===== src/rtl/lift_call_scheduler.sv =====
// Hall-call latch and SCAN scheduler for a 4-floor lift: offers one call at a time to LiftFSM,
// retires it on lift_done, and re-offers it if the done-watchdog expires.
module lift_call_scheduler #(
  parameter int unsigned DONE_TIMEOUT = 255,
  parameter int unsigned TMO_W        = 8
) (
  input  logic       clk,
  input  logic       rst,
  input  logic [5:0] call_btn,
  input  logic       lift_done,
  output logic [2:0] call_code,
  output logic       q_empty,
  output logic [5:0] call_lamp,
  output logic       sweep_dir,
  output logic [1:0] cur_floor,
  output logic       timeout_err
);

  typedef enum logic [2:0] {IDLE, SELECT, ISSUE, RETIRE, ABORT} state_t;

  localparam bit               WD_EN   = (DONE_TIMEOUT != 0);
  localparam logic [TMO_W-1:0] WD_LAST = TMO_W'(WD_EN ? DONE_TIMEOUT - 1 : 0);

  state_t           state_q, state_d;
  logic [5:0]       lamp_q, lamp_d;
  logic [2:0]       code_q, code_d;
  logic [2:0]       idx_q, idx_d;
  logic             dir_q, dir_d;
  logic [1:0]       cur_q, cur_d;
  logic [TMO_W-1:0] wd_q, wd_d;
  logic             q_empty_q, q_empty_d;
  logic             terr_q, terr_d;

  logic [2:0] cf;
  logic [3:0] sa, sb, sc, sd;
  logic [2:0] pick;
  logic       flip;

  function automatic logic [2:0] floor_of(input logic [2:0] idx);
    case (idx)
      3'd0:    floor_of = 3'd1;
      3'd1:    floor_of = 3'd2;
      3'd2:    floor_of = 3'd3;
      3'd3:    floor_of = 3'd2;
      3'd4:    floor_of = 3'd3;
      default: floor_of = 3'd4;
    endcase
  endfunction

  function automatic logic [2:0] code_of(input logic [2:0] idx);
    case (idx)
      3'd0:    code_of = 3'b001;
      3'd1:    code_of = 3'b010;
      3'd2:    code_of = 3'b011;
      3'd3:    code_of = 3'b110;
      3'd4:    code_of = 3'b111;
      default: code_of = 3'b100;
    endcase
  endfunction

  // Up-set {1U,2U,3U,4D} ascending; down-set {4D,3D,2D,1U} descending.
  function automatic logic [2:0] set_member(input logic down, input logic [1:0] k);
    case (k)
      2'd0:    set_member = down ? 3'd5 : 3'd0;
      2'd1:    set_member = down ? 3'd4 : 3'd1;
      2'd2:    set_member = down ? 3'd3 : 3'd2;
      default: set_member = down ? 3'd0 : 3'd5;
    endcase
  endfunction

  // Returns {found, idx}; first pending member in set order, optionally only ahead of cf.
  function automatic logic [3:0] scan_set(input logic [5:0] lamp, input logic down,
                                          input logic ahead, input logic [2:0] cf_in);
    logic [3:0] r;
    logic [2:0] m, f;
    r = '0;
    for (int k = 0; k < 4; k++) begin
      m = set_member(down, 2'(k));
      f = floor_of(m);
      if (!r[3] && lamp[m] && (!ahead || (down ? (f <= cf_in) : (f >= cf_in))))
        r = {1'b1, m};
    end
    return r;
  endfunction

  always_comb begin
    cf = (cur_q == 2'b00) ? 3'd4 : {1'b0, cur_q};
    sa = scan_set(lamp_q,  dir_q, 1'b1, cf);
    sb = scan_set(lamp_q, ~dir_q, 1'b1, cf);
    sc = scan_set(lamp_q,  dir_q, 1'b0, cf);
    sd = scan_set(lamp_q, ~dir_q, 1'b0, cf);
    if (sa[3])      begin pick = sa[2:0]; flip = 1'b0; end
    else if (sb[3]) begin pick = sb[2:0]; flip = 1'b1; end
    else if (sc[3]) begin pick = sc[2:0]; flip = 1'b0; end
    else            begin pick = sd[2:0]; flip = 1'b1; end
  end

  always_comb begin
    state_d = state_q;
    lamp_d  = lamp_q | call_btn;
    code_d  = code_q;
    idx_d   = idx_q;
    dir_d   = dir_q;
    cur_d   = cur_q;
    wd_d    = wd_q;
    case (state_q)
      IDLE:   if (lamp_q != '0) state_d = SELECT;
      SELECT: begin
        if (lamp_q == '0) begin
          state_d = IDLE;
        end else begin
          idx_d   = pick;
          code_d  = code_of(pick);
          dir_d   = dir_q ^ flip;
          wd_d    = '0;
          state_d = ISSUE;
        end
      end
      ISSUE: begin
        if (lift_done)                      state_d = RETIRE;
        else if (WD_EN && wd_q == WD_LAST)  state_d = ABORT;
        else if (WD_EN)                     wd_d    = wd_q + TMO_W'(1);
      end
      RETIRE: begin
        // Clear beats a same-cycle press of the served button.
        lamp_d[idx_q] = 1'b0;
        cur_d         = code_q[1:0];
        state_d       = (lamp_d != '0) ? SELECT : IDLE;
      end
      ABORT:   state_d = SELECT;
      default: state_d = IDLE;
    endcase
    q_empty_d = (state_d != ISSUE);
    terr_d    = (state_d == ABORT);
  end

  always_ff @(posedge clk or posedge rst) begin
    if (rst) begin
      state_q   <= IDLE;
      lamp_q    <= '0;
      code_q    <= 3'b001;
      idx_q     <= 3'd0;
      dir_q     <= 1'b0;
      cur_q     <= 2'b01;
      wd_q      <= '0;
      q_empty_q <= 1'b1;
      terr_q    <= 1'b0;
    end else begin
      state_q   <= state_d;
      lamp_q    <= lamp_d;
      code_q    <= code_d;
      idx_q     <= idx_d;
      dir_q     <= dir_d;
      cur_q     <= cur_d;
      wd_q      <= wd_d;
      q_empty_q <= q_empty_d;
      terr_q    <= terr_d;
    end
  end

  assign call_code   = code_q;
  assign q_empty     = q_empty_q;
  assign call_lamp   = lamp_q;
  assign sweep_dir   = dir_q;
  assign cur_floor   = cur_q;
  assign timeout_err = terr_q;

endmodule

===== config.mk =====
export PLATFORM = sky130hd
export DESIGN_NAME = lift_call_scheduler
export DESIGN_NICKNAME = d
export VERILOG_FILES = /design/src/rtl/lift_call_scheduler.sv
export SDC_FILE = /design/constraint.sdc
export NUM_CORES = 1
export LEC_CHECK = 0
export CAP_MARGIN = 10
export CORE_UTILIZATION = 40
export DETAILED_ROUTE_END_ITERATION = 8
export HOLD_SLACK_MARGIN = 0.1
export SLEW_MARGIN = 25
export SYNTH_ARGS = -nofsm -noshare
export SYNTH_HDL_FRONTEND = slang
export SYNTH_SLANG_ARGS = --single-unit

===== constraint.sdc =====
create_clock -name clk -period 3.1 [get_ports clk]
set_input_delay 0.62 -clock clk [delete_from_list [all_inputs] [get_ports clk]]
set_output_delay 0.62 -clock clk [all_outputs]
set_load 0.02 [all_outputs]

==> results of run 1 <==
==> registers in the layout, indices dropped and copies added (netlist names) <==
register     cells
wd_q             8
cur_floor        2
call_code        3
call_lamp        6
sweep_dir        1
state_q          3
timeout_err      1
idx_q            3
q_empty          1
==> cell type report <==
class | count | area share [%]
flip-flops and latches | 28 | 30.3
well taps | 67 | 3.61
inverters | 6 | 0.970
clock buffers | 4 | 1.94
repair buffers | 29 | 11.7
multi-input cells | 182 | 51.4
==> per-layer routing <==
| layer | vias up | part of all wire (%) | GRT usage [%] |
|---|---|---|---|
| li1 | 875 | - | - |
| met1 | 828 | 49 | 25.4 |
| met2 | 35 | 47 | 29.3 |
| met3 | 9 | 2.7 | 1.92 |
| met4 | 0 | 1.8 | 5.98 |
| met5 | - | 0 | 0 |
==> power by group <==
part	switching [mW]	total (mW)	internal (mW)	leakage [nW]
Combinational	0.919	1.61	0.692	0.574
Sequential	0.185	0.677	0.492	0.332
Clock	0.101	0.193	0.0919	0.0228
Total	1.21	2.48	1.28	0.928
==> worst register-to-register path, delay by kind of cell, from the launching register on <==
family | cells | cell delay [ns]
AO/OA/AOI/OAI | 4 | 0.60
XOR/XNOR | 1 | 0.17
adder cells (fa/ha/maj) | 1 | 0.34
flip-flops | 1 | 0.60
AND/OR/NAND/NOR | 4 | 1.00
==> final timing paths <==
kind / endpoint / depth (start not counted) / startpoint / slack [ns]
setup / recovery: call_code[1] / 10 / cur_floor[0] / 0.28
hold / removal: state_q[0] / 1 / state_q[1] / 0.52
setup reg to reg: call_code[1] / 10 / cur_floor[0] / 0.28
hold reg to reg: state_q[0] / 1 / state_q[1] / 0.52
max in group asynchronous: call_code[0] / 3 / rst / 2.08
min in group asynchronous: wd_q[1] / 3 / rst / 0.71
==> cells by family (layout without fill, tap and decap cells) <==
logic type | Yosys count | count (layout) | synth area share [%]
fa+ha+maj | 7 | 7 | 4.28
flops | 28 | 28 | 34.4
buf+inv | 22 | 39 | 7.27
simple gates | 103 | 103 | 26.3
mux | 5 | 5 | 2.81
xor+xnor | 9 | 9 | 3.85
compound gates | 58 | 58 | 21.0
==> placed cells by master, fill, tap and decap left out, types with 4 or more instances in the layout <==
master and n:
nand2_1 15, buf_4 7, nor2_1 40, nor3_1 7
dfrtp_1 25, xnor2_1 4, nand4_1 7, clkdlybuf4s50_1 22
inv_1 5, ha_1 7, a21oi_1 12, xor2_1 5
a31oi_1 8, o21ai_0 8, nand3_1 6
==> synthesized netlist by cell type (all sizes together), types with 4 or more instances <==
master,count,share of area (%)
nor2,40,7.3
dfrtp,25,31
nor3,8,2.2
buf,8,3.7
o31ai,4,1.7
xor2,5,2.1
a31oi,9,3.5
nand3,6,1.5
nand2,15,2.8
nand4,7,2.1
inv,6,1.1
o21ai,10,2.4
clkbuf,8,2.5
nor3b,4,1.7
nor2b,6,2.7
xnor2,4,1.7
a21oi,13,3.4
ha,7,4.3
==> metrics by stage <==
step                setup slack, ns  power [mW]
CTS                           0.276        2.50
finish                        0.284        2.48
global placement              0.401        2.30
detailed placement            0.296        2.29
global route                 0.0935        2.70
floorplan                     0.471        1.92
==> results.py, run 1 <==
metrics = {
    "synthesis": {
        "syn-num-nets": 248,
        "synth_edf_count": 0,
        "ys_async_sr_fraction_pct": 100,
        "ys_seq_elements": 28,
        "synth_area_sq_um": 2050,
        "synth_top_flop_cell": "dfrtp_1",
        "synth.yosys.warnings": 0,
        "ys_types": 64,
        "ys_seq_area_share_pct": 34.4,
        "syn_area_per_cell_sq_um": 8.82,
        "synthCells": 232,
    },
    "floorplan": {
        "die_w_um": 73.5,
        "die_y_um": 73.5,
        "row_count": 25,
        "start_util_pct": 42.5,
        "core_area_sq_um": 4820,
        "ios": 23,
        "die_area_sq_um": 5410,
    },
    "grt": {
        "grt_overflow": 0,
        "grt_pass1_vias": 1623,
        "grt_pass1_wl_um": 7600,
        "antenna_found_initial": 0,
        "track_usage_pct": 18.1,
        "grt_max_degree": 29,
    },
    "critical_path": {
        "path_buf_inv": 0,
        "critPathCaptureType": "flip-flop",
        "cp_slowest_cell": "dfstp_2",
        "crit_type": "reg -> reg",
        "critical_path.cell_chain": "or2_1 -> ha_1 -> nor3_2 -> o31a_1 -> nand4_1 -> nor4_1 -> a21oi_1 -> o31ai_2 -> xor2_1 -> a31oi_1",
        "crit_required_ns": 3.25,
        "start_kind": "flip-flop",
        "cpPeakStageDelay_ns": 0.60,
        "path_max_fanout": 8,
        "critPathArrivalTime_ns": 2.96,
        "critical_path.top_delay_family": "simple AND/OR/NAND/NOR gates",
    },
    "clock_tree": {
        "hold_buffers": 0,
        "clock_sinks": 28,
        "path_clk_slew_ns": 0.09,
        "insertion_delay_ns": 0.27,
        "tritoncts": "done",
        "cts_resized": 0,
        "tritoncts.num_buffers": 3,
        "root_buffer": "clkbuf_8",
        "htreeDepth": 1,
        "post-cts-setup-buffers": 0,
        "clockBufferDepth": 2,
    },
    "sta": {
        "hold_viol": 0,
        "max_slew.worst_pin.slew_ns": 0.505,
        "tns_ns": 0,
        "final-setup-viol-count": 0,
        "slew_viol_final": 0,
        "finalCritPeriodShare_pct": 90.9,
        "rsz0062_at_grt": "no",
        "skew_ns": 0.00476,
        "fmax_mhz": 355,
        "worst_hold_slack_ns": 0.519,
        "relSlewSlack_pct": 66.3,
        "fin_crit_ns": 2.82,
    },
    "pwr": {
        "leakage_nw": 0.928,
        "power_per_cell_area_nw_per_um2": 1070,
        "irDropWorstVdd_uv": 376,
    },
    "place": {
        "place_congestion": 0.845,
        "place_area_sq_um": 2280,
        "hpwl_um": 3320,
        "dp_cells": 312,
        "portBuffers": 22,
    },
    "detailed_routing": {
        "wl_per_cell_um": 14.2,
        "first_iter_violations": 105,
        "ant_nets": 0,
        "routed_wl_um": 4500,
        "num_vias": 1747,
        "drt_first_pass_iters": 4,
        "drc": 0,
        "post_drt_via_cell_ratio": 5.53,
    },
    "final_layout": {
        "seqCellArea_sq_um": 704,
        "fin_nets": 266,
        "fin_area_sq_um": 2320,
        "multi_input_area_sq_um": 1190,
        "num-fill-cells": 508,
        "synthToLayoutAreaGrowth_pct": 13.4,
        "fin_cells": 316,
        "final_util_pct": 48.2,
        "final_layout_size_suffix_gt1_share_pct": 12.4,
        "n_antenna_cell": 0,
    },
    "flow_run": {
        "cap_violations": 0,
    },
    "hold_path": {
        "worst_hold_path_type": "reg -> reg",
    },
    "outcome": {
        "outcome": "finished clean",
    },
}
(Power assumes the default switching activity.)
==> inputs of run 2 (changes only) <==
--- a/config.mk
+++ b/config.mk
@@ -9,7 +9,7 @@
 export CORE_UTILIZATION = 40
 export DETAILED_ROUTE_END_ITERATION = 8
 export HOLD_SLACK_MARGIN = 0.1
-export SLEW_MARGIN = 25
+export REMOVE_ABC_BUFFERS = 1
 export SYNTH_ARGS = -nofsm -noshare
 export SYNTH_HDL_FRONTEND = slang
 export SYNTH_SLANG_ARGS = --single-unit
==> run 2 against run 1 <==
  * Clock power is 13% higher
  * Critical endpoint unchanged
  * Sequential power up 1%
  * Total power is 1.2% higher
  * First-iteration DRC count is 68% higher
  * Non-clock buffer count stayed put
  * Largest power group unchanged
  * Cell area rose by 0.43%
  * Critical path type unchanged
==> results.py, run 2 (synthesized netlist as in run 1, its figures left out) <==
metrics = {
    "final_layout": {
        "final_cell_mix": "40 x nor2_1, 25 x dfrtp_1, 22 x clkdlybuf4s50_1",
        "fin_cells": 316,
        "num-fill-cells": 476,
        "n_antenna_cell": 0,
        "final_util_pct": 48.4,
        "layout_commonest_cell": "nor2_1",
        "largest_reg_flops": 8,
        "final_layout_size_suffix_gt1_share_pct": 12.9,
        "synthToLayoutAreaGrowth_pct": 13.9,
        "fin_nets": 266,
        "top_register": "wd_q",
    },
    "outcome": {
        "outcome": "finished clean",
    },
    "critical_path": {
        "reg2reg_depth": 10,
        "critPathArrivalTime_ns": 2.94,
        "r2r-end": "call_code[1]",
        "crit_required_ns": 3.26,
        "worstReg2RegStart": "cur_floor[0]",
        "crit_type": "reg -> reg",
        "critPathCaptureType": "flip-flop",
        "cp-startpoint": "cur_floor[0]",
        "start_kind": "flip-flop",
        "path_max_fanout": 8,
        "r2r_setup_slack_ns": 0.32,
        "endpoint": "call_code[1]",
    },
    "clock_tree": {
        "htreeDepth": 1,
        "hold_buffers": 0,
        "clockBufferDepth": 2,
        "path_clk_slew_ns": 0.09,
        "post-cts-setup-buffers": 0,
        "clock_sinks": 28,
        "root_buffer": "clkbuf_8",
        "tritoncts": "done",
        "tritoncts.num_buffers": 3,
        "insertion_delay_ns": 0.27,
        "cts_resized": 0,
    },
    "floorplan": {
        "core_area_sq_um": 4820,
        "die_y_um": 73.5,
        "die_area_sq_um": 5410,
        "start_util_pct": 42.5,
        "ios": 23,
        "row_count": 25,
        "die_w_um": 73.5,
    },
    "pwr": {
        "netSwitchingPower_mw": 1.22,
        "clkPwrFrac_pct": 8.7,
        "pwr-share-comb_pct": 64.0,
        "swShare_pct": 48.4,
        "p_int_mw": 1.30,
        "power_frac_seq_pct": 27.2,
        "leakage_nw": 0.934,
        "irDropWorstVdd_uv": 448,
        "power_per_cell_area_nw_per_um2": 1080,
    },
    "grt": {
        "grt_pass1_vias": 1559,
        "grt_overflow": 0,
        "grt_max_degree": 29,
        "grt_pass1_wl_um": 7570,
        "track_usage_pct": 17.9,
        "antenna_found_initial": 0,
    },
    "sta": {
        "fin_crit_ns": 2.78,
        "final-setup-viol-count": 0,
        "slew_viol_final": 0,
        "worst_hold_slack_ns": 0.516,
        "rsz0062_at_grt": "no",
        "max_slew.worst_pin.slew_ns": 0.516,
        "hold_viol": 0,
        "skew_ns": 0.00274,
        "fmax_mhz": 359,
        "finalCritPeriodShare_pct": 89.8,
        "relSlewSlack_pct": 65.6,
    },
    "place": {
        "hpwl_um": 3350,
        "portBuffers": 22,
        "dp_cells": 312,
        "place_congestion": 0.912,
    },
    "hold_path": {
        "worst_hold_path_type": "reg -> reg",
    },
    "detailed_routing": {
        "post_drt_via_cell_ratio": 5.51,
        "num_vias": 1740,
        "drt_first_pass_iters": 4,
        "drc": 0,
        "ant_nets": 0,
        "routed_wl_um": 4470,
        "first_iter_violations": 176,
        "wl_per_cell_um": 14.1,
    },
    "flow_run": {
        "cap_violations": 0,
    },
}
run 2: worst min path at each step:
stage / startpoint / to / cells past startpoint
after global routing: call_code[0] / call_code[0] / 2
after detailed placement: state_q[1] / state_q[0] / 1
final: state_q[1] / state_q[0] / 1
after global placement: state_q[1] / state_q[0] / 1
after CTS: state_q[1] / state_q[0] / 1
after floorplan: state_q[1] / state_q[0] / 1
run 2: layer usage:
| layer | share of wire [%] | GRT usage [%] | up-vias |
|---|---|---|---|
| met4 | 0.56 | 3.42 | 0 |
| met3 | 3.7 | 1.92 | 4 |
| met5 | 0 | 0 | - |
| met1 | 50 | 27.3 | 818 |
| li1 | - | - | 879 |
| met2 | 45 | 27.4 | 39 |
run 2: worst max-delay path, cell delays in order, from the launching register on:
cell	delay, ns
dfstp_2	0.61
or2_1	0.26
ha_1	0.32
nor3_2	0.23
o31a_1	0.17
nand4_1	0.17
nor4_1	0.30
a21oi_1	0.08
o31ai_2	0.26
xor2_1	0.18
a31oi_1	0.09
run 2: cell type report:
| type | instances | area [sq um] | area share (%) |
|---|---|---|---|
| Clock buffer | 4 | 55.1 | 2.36 |
| Inverter | 6 | 22.5 | 0.966 |
| Multi-Input combinational cell | 182 | 1190 | 51.2 |
| Sequential cell | 28 | 704 | 30.2 |
| Tap cell | 67 | 83.8 | 3.59 |
| Timing Repair Buffer | 29 | 273 | 11.7 |
run 2: through the flow:
step	setup TNS (ns)	power [mW]	instance area [sq um]	worst slack (ns)
final	0	2.51	2330	0.317
after global routing	0	2.72	2330	0.0917
after CTS	0	2.52	2330	0.318
after detailed placement	0	2.28	2280	0.345
after global placement	0	2.30	2280	0.428
after floorplan	-0.0413	1.80	1920	-0.0413
run 2: power groups by stage:
stage	logic, mW	clock network (mW)	registers [mW]
final	1.61	0.219	0.684
after global routing	1.76	0.246	0.712
after CTS	1.60	0.231	0.684
after detailed placement	1.59	0	0.692
after global placement	1.61	0	0.690
after floorplan	1.03	0	0.765
